===== src/rtl/sensor_frame_rx.sv =====
// Receive-side checker for the sensor-emulator LVDS frame protocol: locks to the idle
// pattern, verifies header/data/footer cycle by cycle and streams the recovered pattern.
module sensor_frame_rx #(
   parameter int PATTERN_WIDTH = 32,
   parameter int LVDS_WIDTH    = 512
) (
   input  logic                     clk,
   input  logic                     resetn,
   input  logic [31:0]              cycles_per_frame,
   input  logic [7:0]               idle_0,
   input  logic [7:0]               idle_1,
   input  logic [31:0]              frame_header,
   input  logic                     clear_counters,
   input  logic [LVDS_WIDTH-1:0]    lvds,
   output logic                     locked,
   output logic                     sof,
   output logic                     eof,
   output logic [31:0]              frame_count,
   output logic [31:0]              error_count,
   output logic [31:0]              sync_loss_count,
   output logic [31:0]              drop_count,
   output logic [PATTERN_WIDTH-1:0] M_AXIS_TDATA,
   output logic                     M_AXIS_TUSER,
   output logic                     M_AXIS_TVALID,
   input  logic                     M_AXIS_TREADY
);

   localparam int LVDS_BYTES = LVDS_WIDTH / 8;
   localparam int REPLICAS   = 64 / PATTERN_WIDTH;

   typedef enum logic [2:0] {HUNT, IDLE, HDR, DATA, FTR} state_t;

   function automatic logic [LVDS_WIDTH-1:0] make_ramp();
      logic [LVDS_WIDTH-1:0] r;
      r = '0;
      for (int i = 0; i < LVDS_BYTES; i++) r[8*i +: 8] = 8'(i);
      return r;
   endfunction

   localparam logic [LVDS_WIDTH-1:0] RAMP = make_ramp();

   function automatic logic [31:0] sat_inc(input logic [31:0] v);
      return (v == 32'hFFFF_FFFF) ? v : v + 32'd1;
   endfunction

   state_t      state, state_next;
   logic [31:0] cyc;
   logic        last_i1, prev_i0, ferr;
   logic [7:0]  slot [8];
   logic [7:0]  b0;
   logic        uniform, u_i0, u_i1, u_hdr;
   logic        start, slip, done, cyc_err, rep_err, frame_err;
   logic [63:0] pattern;

   assign b0        = lvds[7:0];
   assign uniform   = (lvds == {LVDS_BYTES{b0}});
   assign u_i0      = uniform && (b0 == idle_0);
   assign u_i1      = uniform && (b0 == idle_1);
   assign u_hdr     = uniform && (b0 == frame_header[7:0]);
   assign pattern   = {slot[0], slot[1], slot[2], slot[3], slot[4], slot[5], slot[6], slot[7]};
   assign frame_err = ferr | cyc_err | rep_err;

   // Narrow patterns are sent replicated across all eight slots; every replica must agree.
   always_comb begin
      rep_err = 1'b0;
      for (int r = 1; r < REPLICAS; r++)
         if (pattern[r*PATTERN_WIDTH +: PATTERN_WIDTH] != pattern[PATTERN_WIDTH-1:0]) rep_err = 1'b1;
   end

   always_ff @(posedge clk) begin
      if (!resetn) state <= HUNT;
      else         state <= state_next;
   end

   always_comb begin
      state_next = state;
      case (state)
         HUNT:    if (prev_i0 && u_i1) state_next = IDLE;
         IDLE:    if (start) state_next = HDR;
                  else if (slip) state_next = HUNT;
         HDR:     if (cyc == 32'd15) state_next = DATA;
         DATA:    if (cyc == cycles_per_frame - 32'd5) state_next = FTR;
         FTR:     if (cyc == cycles_per_frame - 32'd1) state_next = IDLE;
         default: state_next = HUNT;
      endcase
   end

   // Leaving the last footer cycle lands in IDLE as if idle_1 had just been seen,
   // so the next cycle may be either idle_0 or a back-to-back header.
   always_comb begin
      start   = 1'b0;
      slip    = 1'b0;
      done    = 1'b0;
      cyc_err = 1'b0;
      case (state)
         IDLE: begin
            start = last_i1 && u_hdr;
            slip  = !(start || (last_i1 ? u_i0 : u_i1));
         end
         HDR: begin
            if (cyc <= 32'd3)
               cyc_err = !(uniform && (b0 == frame_header[{cyc[1:0], 3'b000} +: 8]));
            else if (cyc == 32'd8)
               cyc_err = (lvds != RAMP);
            else
               cyc_err = (lvds != '0);
         end
         DATA: cyc_err = !uniform ||
                         ((cyc <= 32'd47) && (cyc[1:0] != 2'b00) && (b0 != slot[cyc[4:2]]));
         FTR: begin
            cyc_err = (lvds != '0);
            done    = (cyc == cycles_per_frame - 32'd1);
         end
         default: ;
      endcase
   end

   always_ff @(posedge clk) begin
      if (!resetn) begin
         cyc     <= '0;
         last_i1 <= 1'b0;
         prev_i0 <= 1'b0;
         ferr    <= 1'b0;
      end else begin
         prev_i0 <= (state == HUNT) && u_i0;
         last_i1 <= (state == IDLE) ? !last_i1 : 1'b1;
         if (start) begin
            cyc  <= 32'd1;
            ferr <= 1'b0;
         end else if (state == HDR || state == DATA || state == FTR) begin
            cyc  <= cyc + 32'd1;
            ferr <= ferr | cyc_err;
         end
      end
   end

   // First cycle of each 4-cycle slot group captures; the other three are compared.
   always_ff @(posedge clk) begin
      if (state == DATA && cyc <= 32'd47 && cyc[1:0] == 2'b00) slot[cyc[4:2]] <= b0;
   end

   always_ff @(posedge clk) begin
      if (!resetn) begin
         locked <= 1'b0;
         sof    <= 1'b0;
         eof    <= 1'b0;
      end else begin
         locked <= (state != HUNT);
         sof    <= start;
         eof    <= done;
      end
   end

   always_ff @(posedge clk) begin
      if (!resetn || clear_counters) begin
         frame_count     <= '0;
         error_count     <= '0;
         sync_loss_count <= '0;
         drop_count      <= '0;
      end else begin
         if (done)              frame_count     <= sat_inc(frame_count);
         if (done && frame_err) error_count     <= sat_inc(error_count);
         if (slip)              sync_loss_count <= sat_inc(sync_loss_count);
         if (done && M_AXIS_TVALID && !M_AXIS_TREADY) drop_count <= sat_inc(drop_count);
      end
   end

   always_ff @(posedge clk) begin
      if (!resetn) begin
         M_AXIS_TVALID <= 1'b0;
         M_AXIS_TDATA  <= '0;
         M_AXIS_TUSER  <= 1'b0;
      end else if (done && (!M_AXIS_TVALID || M_AXIS_TREADY)) begin
         M_AXIS_TVALID <= 1'b1;
         M_AXIS_TDATA  <= pattern[PATTERN_WIDTH-1:0];
         M_AXIS_TUSER  <= frame_err;
      end else if (M_AXIS_TVALID && M_AXIS_TREADY) begin
         M_AXIS_TVALID <= 1'b0;
      end
   end

endmodule


===== config.mk =====
export PLATFORM = sky130hd
export DESIGN_NAME = sensor_frame_rx
export DESIGN_NICKNAME = d
export VERILOG_FILES = /design/src/rtl/sensor_frame_rx.sv
export SDC_FILE = /design/constraint.sdc
export NUM_CORES = 1
export LEC_CHECK = 0
export BUFFER_PORTS_ARGS = -buffer_cell sky130_fd_sc_hd__buf_2
export CORE_AREA = 2 2 294 296
export DETAILED_ROUTE_END_ITERATION = 10
export DIE_AREA = 0 0 296 298
export MAX_ROUTING_LAYER = met4
export PLACE_DENSITY_LB_ADDON = 0.2
export SYNTH_ARGS = -nofsm -noshare
export SYNTH_HDL_FRONTEND = slang
export SYNTH_SLANG_ARGS = --single-unit

===== constraint.sdc =====
create_clock -name clk -period 4.75 [get_ports clk]
set_clock_uncertainty 0.2 [all_clocks]
set_input_delay 0.2375 -clock clk [delete_from_list [all_inputs] [get_ports clk]]
set_output_delay 0.2375 -clock clk [all_outputs]
set_load 0.005 [all_outputs]

==> flow_metrics.py, run 1 <==
metrics = {
    "floorplanning": {
        "pin_count": 761,
        "die_area_um2": 88200,
        "core-area_um2": 84900,
        "fp-row-count": 107,
        "fp.dieH_um": 298,
        "fp.dieW_um": 296,
        "start_util": 0.230,
    },
    "sta": {
        "setup_viol": 0,
        "max_freq_ghz": 0.235,
        "hold_viol_final": 0,
        "slew_viol_final": 0,
        "rsz0062_at_grt": "false",
        "fin_crit_sh": 0.897,
        "fin_crit_ns": 4.26,
        "setup_ws_ns": 0.489,
        "worst_pin_slew_ns": 0.931,
        "tns_ns": 0,
        "max_slew_margin": 0.377,
    },
    "yosys": {
        "netlist_area_um2": 19600,
        "netlist_top_cells_area": "dfxtp_1, edfxtp_1, xnor2_1, nor4_1, nand4_1",
        "synth_ff_type": "dfxtp_1",
        "netlist_instances": 2412,
        "syn-num-nets": 3015,
        "synth_cell_types": 90,
        "postSynthAreaPerCell_um2": 8.11,
        "synth_edf_count": 64,
        "ys_warn_count": 0,
        "yosys_register_bits": 270,
        "seq_area_frac_synth": 0.309,
        "ys_async_sr_fraction": 0,
        "synth_top_area_frac": 0.211,
        "yosys.area.top_type": "dfxtp_1",
    },
    "placement": {
        "place_ws_ns": 0.387,
        "gp_congestion": 1.08,
        "portBuffers": 760,
        "dp_hpwl_um": 126000,
        "dp_cells": 4291,
    },
    "power_and_ir_drop": {
        "powerDensity_nw_per_um2": 219,
        "vdd_drop_max_mv": 0.286,
        "clkPwrFrac": 0.400,
        "swShare": 0.299,
        "finalPower_mw": 5.76,
        "internal_power_mw": 4.04,
        "netSwitchingPower_mw": 1.72,
        "p_seq_frac": 0.410,
        "p_leak_nw": 9.49,
        "comb_power_share": 0.190,
    },
    "global_route": {
        "grt_antenna_before_repair": 124,
        "grt_pass1_wl_um": 194000,
        "grt_usage": 0.326,
        "grt_pass1_vias": 23400,
        "overflow": 0,
        "grt_max_degree": 77,
    },
    "setup_path": {
        "cp_max_fo": 15,
        "worstSetupStartpointType": "primary input",
        "required_ns": 4.98,
        "reg2reg_slack_ns": 0.72,
        "reg2reg_depth": 12,
        "cp.arrival_ns": 4.49,
        "endpoint_kind": "flop",
        "crit_type": "primary input to flop",
    },
    "cts": {
        "cts_root_buf": "clkbuf_16",
        "cts_buffer_depth": 3,
        "clkTransAtPathRegs_ns": 0.06,
        "cts_tree": "done",
        "clock_latency_ns": 0.57,
        "clock-sinks": 270,
        "cts_max_level": 1,
        "cts_buffers": 30,
    },
    "routing": {
        "avgRoutedWirePerCell_um": 32.9,
        "drcViolationCount": 0,
        "drt_iter0_drc": 2417,
        "ant_nets": 0,
        "wirelength_um": 146000,
        "firstDrtPassIters": 7,
        "via_per_inst": 5.57,
        "vias": 24700,
    },
    "run_status": {
        "status": "complete, no violations",
    },
    "hold_path": {
        "hold_class": "primary input to flop",
        "min_path_cells": 2,
    },
    "finish": {
        "drive_gt1_frac": 0.299,
        "syn_to_final_growth_pct": 34.3,
        "final_cells": 4428,
        "layout_commonest_cell": "buf_2",
        "final_nets": 3786,
        "final_cell_mix": "buf_2, nor2_1, dfxtp_1",
    },
    "run": {
        "drv_cap": 0,
    },
}
registers in the layout, summed over array words and instances, names as in the netlist, named ones only:
name             flops
ferr                 1
state                3
locked               1
M_AXIS_TDATA        32
drop_count          32
frame_count         32
M_AXIS_TVALID        1
error_count         32
eof                  1
prev_i0              1
M_AXIS_TUSER         1
sof                  1
last_i1              1
slot                64
cyc                 32
sync_loss_count     32
timing repair:
action / CTS / global route
hold buffers: 4 / 0
setup buffers: 0 / 0
resized for setup: 0 / 0
endpoints found under the hold margin: 16 / 0
critical path, cell delays in order:
cell and delay (ns):
dlygate4sd3_1 0.54, buf_2 0.25, buf_4 0.27, or3_1 0.38, a222oi_1 0.72, o2111ai_1 0.27, nor4_1 0.31, nand4_1 0.14
nor4_2 0.22, buf_4 0.24, a21oi_1 0.15, and2_1 0.33, nand3_1 0.18, xor2_1 0.15, nor2_1 0.05
Yosys cell counts, types with 5 or more instances:
cell type  count
o21ai_0       70
o31a_1         6
nor3_2         5
buf_1         12
nor3_1       111
o2bb2ai_1      5
or4_1         53
dfxtp_1      206
edfxtp_1      64
nor2_1       292
xnor2_1      170
nor4b_1        7
ha_1           7
mux4_2        22
nand4b_1      10
clkbuf_1      80
a22oi_1       13
nor4_1       201
or2_2          9
nand4_1      182
o22ai_1       16
a2bb2oi_1      5
and2_1        18
xor2_1        89
nand2b_1      11
o211ai_1       8
o31ai_1       11
and3_1        49
or3_1         68
a21oi_1       67
buf_6          5
mux2i_1       65
a2111oi_0      9
a31oi_1       17
nor3b_1        6
buf_2         11
o2111ai_1     11
nand3_1      116
inv_1         34
and4_1        24
nand2_1      145
nor2b_1        7
kinds of logic after synthesis:
logic type | after synthesis | share of synthesized area
adders and majority gates | 7 | 0.00448
DFF | 270 | 0.309
xor gates and xnor gates | 259 | 0.116
muxes | 91 | 0.0609
and+or+nand+nor | 1340 | 0.376
AOI/OAI and AO/OA | 301 | 0.103
buffers and inverters | 144 | 0.0307
final timing paths:
path / startpoint / endpoint
max: lvds[7] / sync_loss_count[5]
min reg2reg: last_i1 / last_i1
max reg2reg: cyc[19] / error_count[7]
min: lvds[3] / slot[1][3]
per-stage QoR:
| step | area (um2) | hold WS (ns) | utilization |
|---|---|---|---|
| after CTS | 26100 | 0.0318 | 0.307 |
| after detailed placement | 25000 | 0.272 | 0.295 |
| after global placement | 25000 | 0.259 | 0.295 |
| final | 26300 | 0.0564 | 0.309 |
| after global routing | 26200 | 0.0384 | 0.309 |
| after floorplan | 19600 | 0.136 | - |
layer usage:
layer	routed length [um]	vias up	global-route usage
met3	10700	424	0.0541
met1	57000	11900	0.383
met5	0	-	-
li1	-	10900	-
met4	10700	0	0.212
met2	67100	1398	0.512
power by group through the flow:
stage	Clock, mW	Combinational, mW	Sequential, mW
detailed placement	0	1.05	2.41
global placement	0	1.05	2.41
finish	2.31	1.10	2.36
CTS	2.39	1.05	2.36
global route	2.48	1.12	2.36
floorplan	0	0.316	2.40
area by class of cell:
| class | count | area (um2) |
|---|---|---|
| Timing Repair Buffer | 849 | 4560 |
| Sequential cell | 270 | 6050 |
| Clock inverter | 9 | 90.1 |
| Clock buffer | 45 | 877 |
| Antenna cell | 79 | 198 |
| Fill cell | 9493 | 58600 |
| Multi-Input combinational cell | 1998 | 12900 |
| Inverter | 34 | 128 |
| Tap cell | 1144 | 1430 |
No activity file was read; power rests on OpenSTA's default activity.
==> run 2, diff against run 1 <==
Settings changed: BUFFER_PORTS_ARGS -buffer_cell sky130_fd_sc_hd__buf_2 to not set, DONT_BUFFER_PORTS set to 1.
==> flow_metrics.py, run 2 (synthesis gave the netlist of run 1 again) <==
metrics = {
    "run_status": {
        "status": "complete, no violations",
    },
    "power_and_ir_drop": {
        "p_seq_frac": 0.441,
        "vdd_drop_max_mv": 0.246,
        "finalPower_mw": 5.35,
        "netSwitchingPower_mw": 1.29,
        "comb_power_share": 0.079,
        "swShare": 0.241,
        "internal_power_mw": 4.06,
        "powerDensity_nw_per_um2": 237,
        "p_leak_nw": 6.26,
        "clkPwrFrac": 0.480,
    },
    "routing": {
        "drt_iter0_drc": 2216,
        "avgRoutedWirePerCell_um": 40.8,
        "wirelength_um": 150000,
        "via_per_inst": 6.01,
        "drcViolationCount": 0,
        "vias": 22100,
        "firstDrtPassIters": 6,
        "ant_nets": 0,
    },
    "sta": {
        "fin_crit_sh": 0.889,
        "hold_viol_final": 0,
        "slew_viol_final": 0,
        "rsz0062_at_grt": "false",
        "setup_viol": 0,
        "max_freq_ghz": 0.237,
        "fin_crit_ns": 4.22,
        "tns_ns": 0,
        "max_slew_margin": 0.335,
        "worst_pin_slew_ns": 0.972,
    },
    "floorplanning": {
        "fp.dieW_um": 296,
        "fp-row-count": 107,
        "start_util": 0.230,
        "core-area_um2": 84900,
        "pin_count": 761,
        "die_area_um2": 88200,
        "fp.dieH_um": 298,
    },
    "finish": {
        "layout_commonest_cell": "nor2_1",
        "largest_register_ffs": 64,
        "final_nets": 3022,
        "syn_to_final_growth_pct": 15.5,
        "final_cell_mix": "nor2_1, dfxtp_1, nor4_1",
        "drive_gt1_frac": 0.0777,
        "final_cells": 3675,
        "fin_util": 0.266,
    },
    "cts": {
        "cts_buffers": 31,
        "cts_max_level": 1,
        "clock_latency_ns": 0.59,
        "clock-sinks": 270,
        "cts_tree": "done",
        "cts_root_buf": "clkbuf_16",
        "clkTransAtPathRegs_ns": 0.06,
        "cts_buffer_depth": 3,
        "ctsResizeCount": 0,
    },
    "setup_path": {
        "reg2reg_depth": 15,
        "required_ns": 5.03,
        "cp.arrival_ns": 4.51,
        "slowest_delay_ns": 0.69,
        "cp_cell_sequence": "nand4bb_1, a211oi_1, nand2_1, a2111oi_0, buf_4, nand4_1, nor4_1, buf_4, and4_1, buf_4, o221ai_2, buf_12, buf_4, or3_1, a21oi_1",
        "cp_max_fo": 33,
        "endpoint_kind": "flop",
        "slowest_stage": "dfxtp_1",
        "crit_type": "flop to flop",
        "worstSetupStartpointType": "flop",
        "crit_top_cell": "buf_4",
    },
    "placement": {
        "dp_cells": 3516,
        "portBuffers": 0,
        "gp_congestion": 1.09,
        "dp_hpwl_um": 129000,
    },
    "hold_path": {
        "min_path_cells": 6,
        "hold_class": "primary input to flop",
    },
    "global_route": {
        "grt_max_degree": 80,
        "grt_usage": 0.336,
        "grt_pass1_wl_um": 195000,
        "grt_pass1_vias": 21100,
        "overflow": 0,
        "grt_antenna_before_repair": 35,
    },
    "run": {
        "drv_cap": 0,
    },
}
==> run 2: final timing paths <==
check	start	end	slack [ns]
setup / recovery	cyc[2]	error_count[13]	0.53
hold / removal	lvds[65]	prev_i0	0.11
hold reg to reg	last_i1	last_i1	0.28
setup reg to reg	cyc[2]	error_count[13]	0.53
==> run 2: what timing repair did <==
item / in CTS / in global routing
setup buffers: 0 / 0
endpoints found under the hold margin: 147 / 0
hold buffers: 14 / 0
==> run 2: per-stage QoR <==
step | area (um2) | hold WS, ns | worst slack [ns]
5_1_grt | 22600 | 0.131 | 0.190
6_report | 22600 | 0.106 | 0.526
3_5_place_dp | 21100 | 0.142 | 0.307
4_1_cts | 22400 | 0.0665 | 0.501
3_3_place_gp | 21100 | 0.142 | 0.350
2_1_floorplan | 19600 | 0.136 | 0.889
==> run 2: worst max-delay path, delay by kind of cell, from the launching register on <==
| kind | cells | cell delay, ns |
|---|---|---|
| compound gates | 4 | 1.05 |
| flops | 1 | 0.69 |
| buf+inv | 5 | 0.87 |
| simple gates | 6 | 1.29 |
==> run 2: per-layer routing <==
layer,vias to the layer above,track usage,share of wire
met3,392,0.113,0.11
met2,1405,0.531,0.46
li1,9385,-,-
met5,-,-,0
met1,10900,0.356,0.35
met4,0,0.218,0.077
==> run 2: power groups by stage <==
stage                     Clock (mW)  Combinational [mW]  Sequential [mW]
final                           2.57               0.424             2.36
after global routing            2.71               0.454             2.36
after CTS                       2.64               0.418             2.36
after detailed placement           0               0.395             2.41
after global placement             0               0.396             2.41
after floorplan                    0               0.316             2.40
==> run 2: area by class of cell <==
cell class | count | area, um2
multi-input cells | 1998 | 12900
clock inverters | 16 | 208
clock buffers | 42 | 887
well taps | 1144 | 1430
repair buffers | 84 | 741
diodes | 87 | 218
flip-flops and latches | 270 | 6050
inverters | 34 | 128
fillers | 9322 | 62300
==> run 3, diff against run 2 <==
--- a/config.mk
+++ b/config.mk
@@ -12,4 +12,5 @@
 export MAX_ROUTING_LAYER = met4
 export PLACE_DENSITY_LB_ADDON = 0.2
+export REMOVE_ABC_BUFFERS = 1
 export SYNTH_ARGS = -nofsm -noshare
 export SYNTH_HDL_FRONTEND = slang
==> constraint.sdc (replaced) <==
create_clock -name clk -period 4.75 [get_ports clk]
set_clock_uncertainty 0.2 [all_clocks]
set_input_delay 0 -clock clk [delete_from_list [all_inputs] [get_ports clk]]
set_output_delay 0 -clock clk [all_outputs]
set_load 0.005 [all_outputs]
==> flow_metrics.py, run 3 (synthesis gave the netlist of run 1 again) <==
metrics = {
    "global_route": {
        "grt.met3_usage": 0.111,
        "grt_pass1_wl_um": 185000,
        "grt_usage": 0.317,
        "grt_antenna_before_repair": 51,
        "grt_pass1_vias": 20400,
        "globalRouteMet1Util": 0.317,
        "grt_busiest_layer": "met2",
        "grt_util_met2": 0.501,
        "grt_max_degree": 70,
        "overflow": 0,
    },
    "setup_path": {
        "reg2reg_depth": 11,
        "cp.arrival_ns": 4.52,
        "cp_max_fo": 22,
        "endpoint_kind": "flop",
        "worstSetupStartpointType": "primary input",
        "required_ns": 5.07,
        "crit_type": "primary input to flop",
    },
    "routing": {
        "via_per_inst": 5.94,
        "ant_nets": 0,
        "avgRoutedWirePerCell_um": 38.7,
        "vias": 21800,
        "firstDrtPassIters": 6,
        "wirelength_um": 142000,
        "drcViolationCount": 0,
        "drt_iter0_drc": 2201,
    },
    "hold_path": {
        "min_path_cells": 7,
        "hold_class": "primary input to flop",
    },
    "cts": {
        "cts_max_level": 1,
        "cts_buffer_depth": 3,
        "clock_latency_ns": 0.58,
        "cts_buffers": 30,
        "cts_tree": "done",
        "cts_root_buf": "clkbuf_16",
        "clkTransAtPathRegs_ns": 0.06,
        "clock-sinks": 270,
    },
    "sta": {
        "setup_ws_ns": 0.549,
        "setup_viol": 0,
        "fin_crit_ns": 4.20,
        "hold_viol_final": 0,
        "max_slew_margin": 0.205,
        "slew_viol_final": 0,
        "worst_pin_slew_ns": 1.18,
        "max_freq_ghz": 0.238,
        "fin_crit_sh": 0.884,
        "rsz0062_at_grt": "false",
    },
    "floorplanning": {
        "core-area_um2": 84900,
        "fp.dieH_um": 298,
        "start_util": 0.230,
        "pin_count": 761,
        "fp.dieW_um": 296,
        "fp-row-count": 107,
        "die_area_um2": 88200,
    },
    "power_and_ir_drop": {
        "p_leak_nw": 6.11,
        "vdd_drop_max_mv": 0.288,
        "powerDensity_nw_per_um2": 231,
    },
    "finish": {
        "final_cell_mix": "nor2_1, dfxtp_1, nor4_1",
        "largest_register_ffs": 64,
        "syn_to_final_growth_pct": 14.5,
        "layout_commonest_cell": "nor2_1",
        "drive_gt1_frac": 0.0632,
        "final_nets": 3003,
        "nFillCells": 9415,
        "finalInstanceArea_um2": 22400,
    },
    "placement": {
        "place_ws_ns": 0.249,
        "portBuffers": 0,
        "gp_congestion": 1.06,
        "dp_hpwl_um": 120000,
        "place_area_um2": 20900,
    },
    "run_status": {
        "status": "complete, no violations",
    },
    "run": {
        "drv_cap": 0,
    },
}
[run 3: cell count changes in the layout (fill, tap and decap cells not counted), moves of 2 or more]
cell / before / now
buf_4: 64 / 42
clkbuf_8: 7 / 4
clkinv_2: 5 / 1
clkbuf_1: 4 / 10
clkinvlp_4: 2 / 0
dlygate4sd3_1: 14 / 22
diode_2: 87 / 111
buf_12: 6 / 2
[run 3: where the power goes]
group | total, mW | leakage [nW] | switching, mW | internal [mW]
combinational | 0.428 | 3.40 | 0.253 | 0.175
sequential | 2.36 | 2.23 | 0.00814 | 2.35
clock | 2.38 | 0.478 | 0.964 | 1.41
total | 5.16 | 6.11 | 1.23 | 3.94
[run 3: cell type report]
cell class / count / area, um2 / share of cell area
inverters: 34 / 128 / 0.00570
repair buffers: 66 / 576 / 0.0257
well taps: 1144 / 1430 / 0.0640
multi-input cells: 1998 / 12900 / 0.578
clock inverters: 6 / 115 / 0.00514
clock buffers: 45 / 868 / 0.0388
flip-flops and latches: 270 / 6050 / 0.270
diodes: 111 / 278 / 0.0124
[run 3: worst paths after layout]
kind	startpoint	to	slack (ns)
worst max register to register	cyc[0]	error_count[7]	0.58
worst max-delay path	lvds[5]	state[2]	0.55
worst min-delay path	cycles_per_frame[12]	state[1]	0.05
worst min register to register	last_i1	last_i1	0.27
[run 3: timing repair]
item / CTS / global route
endpoints found under the hold margin: 207 / 0
hold buffers: 22 / 0
gates resized for setup: 0 / 1
setup buffers: 0 / 0
endpoints found under the setup margin: 0 / 3
[run 3: per-layer routing]
metal | up-vias | part of all wire
met3 | 377 | 0.11
met5 | - | 0
met1 | 10700 | 0.33
li1 | 9382 | -
met4 | 0 | 0.092
met2 | 1395 | 0.46
[run 3: metrics by stage]
stage               std cells  total power, mW   util  setup TNS, ns  hold WS (ns)
floorplan                2302             2.67      -         -14.04        -0.101
global placement         3490             2.79  0.246              0       -0.0942
detailed placement       3490             2.80  0.246              0       -0.0943
CTS                      3563             5.22  0.260              0        0.0240
global route             3667             5.34  0.263              0         0.119
finish                   3674             5.16  0.264              0        0.0456
[run 3: worst max-delay path, cell delays in order]
cell	delay, ns
dlygate4sd3_1	1.26
xnor2_1	0.20
nand4_1	0.12
dlygate4sd3_1	0.58
nor2_1	0.39
dlygate4sd3_1	0.72
nand3_1	0.14
a211o_1	0.34
o2bb2ai_1	0.17
dlygate4sd3_1	0.56
